File: src/rtl/quad_step_ctrl.sv
// Quadrature encoder front end: synchronises and debounces SIA/SIB, then decodes
// the Gray sequence into one-cycle STEP pulses with a DIR qualifier.
module quad_step_ctrl #(
    parameter int DB_CYCLES = 4,
    parameter int DB_W      = 3,
    parameter int DETENT    = 4
) (
    input  logic       CLK,
    input  logic       SW,
    input  logic       SIA,
    input  logic       SIB,
    input  logic       CLR_ERR,
    output logic       STEP,
    output logic       DIR,
    output logic       ERR,
    output logic [1:0] PHASE
);

    typedef enum logic {
        INIT,
        TRACK
    } state_t;

    localparam logic [DB_W-1:0]   DB_LAST = DB_W'(DB_CYCLES - 1);
    localparam logic signed [3:0] ACC_POS = 4'(DETENT);
    localparam logic signed [3:0] ACC_NEG = -ACC_POS;

    state_t                state_q, state_d;
    logic [1:0]            syncA_q, syncA_d;
    logic [1:0]            syncB_q, syncB_d;
    logic [1:0]            prevPair_q, prevPair_d;
    logic [DB_W-1:0]       initCnt_q, initCnt_d;
    logic [DB_W-1:0]       cntA_q, cntA_d;
    logic [DB_W-1:0]       cntB_q, cntB_d;
    logic [1:0]            phase_q, phase_d;
    logic signed [3:0]     acc_q, acc_d;
    logic                  step_q, step_d;
    logic                  dir_q, dir_d;
    logic                  err_q, err_d;

    logic [1:0]            pair;
    logic                  newA, newB;
    logic [1:0]            phaseChange;
    logic [1:0]            posNext;
    logic                  atLimit;
    logic signed [3:0]     accBase;

    // Position of each debounced state along the forward Gray sequence 00->10->11->01
    function automatic logic [1:0] grayPos(input logic [1:0] p);
        case (p)
            2'b00:   grayPos = 2'd0;
            2'b10:   grayPos = 2'd1;
            2'b11:   grayPos = 2'd2;
            default: grayPos = 2'd3;
        endcase
    endfunction

    assign pair = {syncA_q[1], syncB_q[1]};

    always_comb begin
        syncA_d     = {syncA_q[0], SIA};
        syncB_d     = {syncB_q[0], SIB};
        prevPair_d  = pair;
        state_d     = state_q;
        initCnt_d   = initCnt_q;
        cntA_d      = cntA_q;
        cntB_d      = cntB_q;
        phase_d     = phase_q;
        acc_d       = acc_q;
        step_d      = 1'b0;
        dir_d       = dir_q;
        err_d       = CLR_ERR ? 1'b0 : err_q;
        newA        = phase_q[1];
        newB        = phase_q[0];
        phaseChange = 2'b00;
        posNext     = grayPos(phase_q) + 2'd1;
        atLimit     = (acc_q == ACC_POS) || (acc_q == ACC_NEG);
        accBase     = atLimit ? 4'sd0 : acc_q;

        case (state_q)
            INIT: begin
                if (pair != prevPair_q) begin
                    initCnt_d = '0;
                end else if (initCnt_q >= DB_LAST) begin
                    phase_d   = pair;
                    state_d   = TRACK;
                    initCnt_d = '0;
                    cntA_d    = '0;
                    cntB_d    = '0;
                    acc_d     = 4'sd0;
                end else begin
                    initCnt_d = initCnt_q + DB_W'(1);
                end
            end

            TRACK: begin
                if (pair[1] != phase_q[1]) begin
                    if (cntA_q >= DB_LAST) begin
                        newA   = pair[1];
                        cntA_d = '0;
                    end else begin
                        cntA_d = cntA_q + DB_W'(1);
                    end
                end else begin
                    cntA_d = '0;
                end

                if (pair[0] != phase_q[0]) begin
                    if (cntB_q >= DB_LAST) begin
                        newB   = pair[0];
                        cntB_d = '0;
                    end else begin
                        cntB_d = cntB_q + DB_W'(1);
                    end
                end else begin
                    cntB_d = '0;
                end

                phase_d     = {newA, newB};
                phaseChange = phase_d ^ phase_q;

                // A full detent reached last cycle is paid out now as a single STEP
                if (atLimit) begin
                    step_d = 1'b1;
                    dir_d  = (acc_q == ACC_NEG);
                end

                acc_d = accBase;
                if (phaseChange == 2'b11) begin
                    err_d = 1'b1;
                    acc_d = 4'sd0;
                end else if (phaseChange != 2'b00) begin
                    acc_d = (grayPos(phase_d) == posNext) ? accBase + 4'sd1
                                                          : accBase - 4'sd1;
                end
            end

            default: state_d = INIT;
        endcase
    end

    always_ff @(posedge CLK) begin
        if (!SW) begin
            state_q    <= INIT;
            syncA_q    <= 2'b00;
            syncB_q    <= 2'b00;
            prevPair_q <= 2'b00;
            initCnt_q  <= '0;
            cntA_q     <= '0;
            cntB_q     <= '0;
            phase_q    <= 2'b00;
            acc_q      <= 4'sd0;
            step_q     <= 1'b0;
            dir_q      <= 1'b0;
            err_q      <= 1'b0;
        end else begin
            state_q    <= state_d;
            syncA_q    <= syncA_d;
            syncB_q    <= syncB_d;
            prevPair_q <= prevPair_d;
            initCnt_q  <= initCnt_d;
            cntA_q     <= cntA_d;
            cntB_q     <= cntB_d;
            phase_q    <= phase_d;
            acc_q      <= acc_d;
            step_q     <= step_d;
            dir_q      <= dir_d;
            err_q      <= err_d;
        end
    end

    assign STEP  = step_q;
    assign DIR   = dir_q;
    assign ERR   = err_q;
    assign PHASE = phase_q;

endmodule

File: config.mk
export PLATFORM = sky130hd
export DESIGN_NAME = quad_step_ctrl
export DESIGN_NICKNAME = d
export VERILOG_FILES = /design/src/rtl/quad_step_ctrl.sv
export SDC_FILE = /design/constraint.sdc
export NUM_CORES = 1
export LEC_CHECK = 0
export CAP_MARGIN = 20
export CORE_MARGIN = 2
export CORE_UTILIZATION = 45
export CTS_BUF_LIST = sky130_fd_sc_hd__clkbuf_4 sky130_fd_sc_hd__clkbuf_8
export DETAILED_ROUTE_END_ITERATION = 8
export PLACE_DENSITY = 0.63
export SYNTH_ARGS = -nofsm -noshare
export SYNTH_HDL_FRONTEND = slang
export SYNTH_SLANG_ARGS = --single-unit
File: constraint.sdc
create_clock -name CLK -period 3.68 [get_ports CLK]
set_clock_uncertainty 0.05 [all_clocks]
set_input_delay 0.736 -clock CLK [delete_from_list [all_inputs] [get_ports CLK]]
set_output_delay 0.736 -clock CLK [all_outputs]
set_load 0.01 [all_outputs]
==> results.toml, run 1 <==
[run_status]
status = "finished clean"

[synth]
synth_top_area_share_pct = 38.28
synthArstFlopShare_pct = 0
syn_area_um2 = 1308
netlist_instances = 149
ys.flop_type = "dfxtp_1"
synth.area.top_cells = "dfxtp_1 38%, ha_1 9.6%, nor2_1 9.5%, mux2i_1 5.4%, a21oi_1 3.8%"
syn_area_per_cell_um2 = 8.775
synth_nets = 165
yosys.area.top_type = "dfxtp_1"
synth-seq-cells = 25
ys_seq_area_share_pct = 38.28
yosys.cell_types.count = 28
synth_edf_count = 0
yosys_warnings = 0
synth_common_cells = "33 x nor2_1, 25 x dfxtp_1, 10 x a21oi_1, 10 x ha_1, 8 x inv_1"
yosysMostFrequentCell = "nor2_1"

[global_route]
grt_max_degree = 19
grt_usage_pct = 15.58
grt_pass1_vias = 961
overflow = 0
grt_pass1_wl_mm = 4.036
antenna_found_initial = 0

[setup_path]
r2r_start = "cntA_q[0]"
worst-path-max-fanout = 5
crit_slowest_cell = "dfxtp_1"
worst-path-buf-inv = 0
critical_path_arrival_ns = 3.31
required_ns = 3.85
criticalPathCategory = "flip-flop to flip-flop"
r2r_cells = 12
cp-start-kind = "flip-flop"
endpoint_kind = "flip-flop"
r2r_slack_ns = 0.55
critPathMaxStageDelay_ns = 0.38
r2r_end = "acc_q[3]"
path_cells = "ha_1, ha_1, a211oi_2, mux2i_1, xor2_2, mux2i_4, ha_1, a21o_1, a21oi_1, xnor2_1, mux2i_1, nand2_1"
timing.critical_path.mode_cell = "ha_1"
critPathTopFamily = "multiplexers"

[route]
via_per_inst = 5.348
ant_nets = 0
drt_wl_total_mm = 2.259
remaining_drc_errors = 0
wire_per_inst_um = 12.08
drt_iter0_drc = 44
vias = 1000
dr.pass1.iters = 4

[cts]
cts_buffer_depth = 2
post_cts_resized = 0
root_buffer = "clkbuf_4"
ctsHoldBuffers = 0
h-tree-depth = 1
clkTransAtPathRegs_ns = 0.13
cts_setup_buffers = 0
cts_tree = "done"
clk_latency_ns = 0.32
clkSinkCount = 25
cts_buffers = 3

[floorplan]
rows = 19
die_width_um = 57.91
core_area_um2 = 2758
die_h_um = 57.91
initial_core_util_pct = 47.41
ios = 10
dieArea_um2 = 3353

[flow_run]
cap_violations = 0

[sta]
finalHoldViolations = 0
fmax_mhz = 319.1
relSlewSlack_pct = 51.89
rsz0062_at_grt = "no"
tightest_slew_ns = 0.7189
slew_viol_final = 0
fin_setup_tns_ns = 0
fin_crit_ns = 3.134
fin_crit_sh_pct = 85.16
setup_violations = 0

[placement]
io_buffers = 9
gp_congestion = 0.7623
hpwl_mm = 1.693

[hold_path]
min_from = "syncA_q[0]"
hold-path-cell-count = 1
hold_class = "flip-flop to flip-flop"
holdPathEnd = "syncA_q[1]"

[power_and_ir_drop]
power_mw = 0.4748
leakage_nw = 0.6402
ir_drop_mv = 0.3579
powerDensity_nw_per_um2 = 328.6

[finish]
nets = 173
layout-drive-gt1-share_pct = 6.410
antenna_cells = 0
fin_util_pct = 52.40
area_growth_pct = 10.53
fill_cells = 270
[worst reg2reg max path, delay by kind of cell (launching register included)]
kind            cells  cell delay, ns
fa+ha+maj           3            0.69
xor+xnor            2            0.38
compound gates      3            0.64
flops               1            0.38
mux                 3            0.84
simple gates        1            0.06
[metrics by stage]
| stage | instance area [um2] | std cells | hold slack [ns] | worst slack (ns) |
|---|---|---|---|---|
| 3_3_place_gp | 1415 | 183 | 0.3647 | 0.6537 |
| 3_5_place_dp | 1415 | 183 | 0.3781 | 0.5259 |
| 4_1_cts | 1445 | 187 | 0.4092 | 0.5169 |
| 5_1_grt | 1445 | 187 | 0.4223 | 0.2807 |
| 6_report | 1445 | 187 | 0.4056 | 0.5460 |
| 2_1_floorplan | 1308 | 149 | 0.3619 | 0.7404 |
[final cells by class]
cell class,count,area (um2),area share (%)
flip-flops and latches,25,500.5,34.63
well taps,31,38.79,2.684
repair buffers,10,97.59,6.753
inverters,9,33.78,2.338
multi-input cells,108,744.5,51.52
clock buffers,4,30.03,2.078
[where the power goes]
part	switching [mW]	leakage [nW]	total, mW	internal, mW
logic	0.0304	0.419	0.0537	0.0233
clock network	0.0804	0.0184	0.130	0.0498
registers	0.0118	0.203	0.291	0.279
total	0.123	0.640	0.475	0.352
[cells by family after synthesis]
kind of cell	count (synthesis)	synth area share [%]
compound gates	25	13.68
flops	25	38.28
xor+xnor	8	5.933
fa+ha+maj	11	11.10
buf+inv	16	4.784
simple gates	56	19.14
mux	8	7.081
[flip-flops by register name (all words and copies together), names as in the netlist]
| name | flops |
|---|---|
| acc_q | 4 |
| cntA_q | 3 |
| cntB_q | 3 |
| initCnt_q | 3 |
| PHASE | 2 |
| prevPair_q | 2 |
| syncA_q | 2 |
| syncB_q | 2 |
| DIR | 1 |
| ERR | 1 |
| STEP | 1 |
| state_q | 1 |
[metal layers]
metal  part of all wire (%)  wire length [um]  track usage [%]  vias up
met1                     46              1042            18.72      470
met2                     50              1124            27.11       13
li1                       -                 -                -      513
met4                    1.0                23            3.987        0
met5                      0                 0                0        -
met3                    3.1                69            4.688        4
[worst max-delay path by stage]
stage	from	to	slack (ns)	cells after the start
after floorplan	cntA_q[0]	acc_q[3]	0.74	12
after global placement	cntA_q[0]	acc_q[3]	0.65	12
after detailed placement	cntA_q[0]	acc_q[3]	0.53	12
after CTS	cntA_q[0]	acc_q[3]	0.52	12
after global routing	cntA_q[0]	acc_q[3]	0.28	12
final	cntA_q[0]	acc_q[3]	0.55	12
[layout by cell type, fill, tap and decap left out, types with 2 or more instances in the layout]
master	n
inv_1	8
nand3_1	3
xor2_1	4
a22oi_1	4
and2_1	7
mux2i_1	7
ha_1	10
nor2_1	33
a211oi_2	2
clkdlybuf4s50_1	9
xnor2_1	3
nand2_1	6
a32oi_1	4
a21o_1	2
a211oi_1	2
nor2b_1	4
clkbuf_4	4
a21oi_1	10
dfxtp_1	25
Power figures use the tool's default switching activity.
==> run 2: changes to the inputs <==
- GPL_TIMING_DRIVEN: not set -> 1
==> results of run 2 <==
No change in the layout: final DEF, timing and power equal those of run 1.
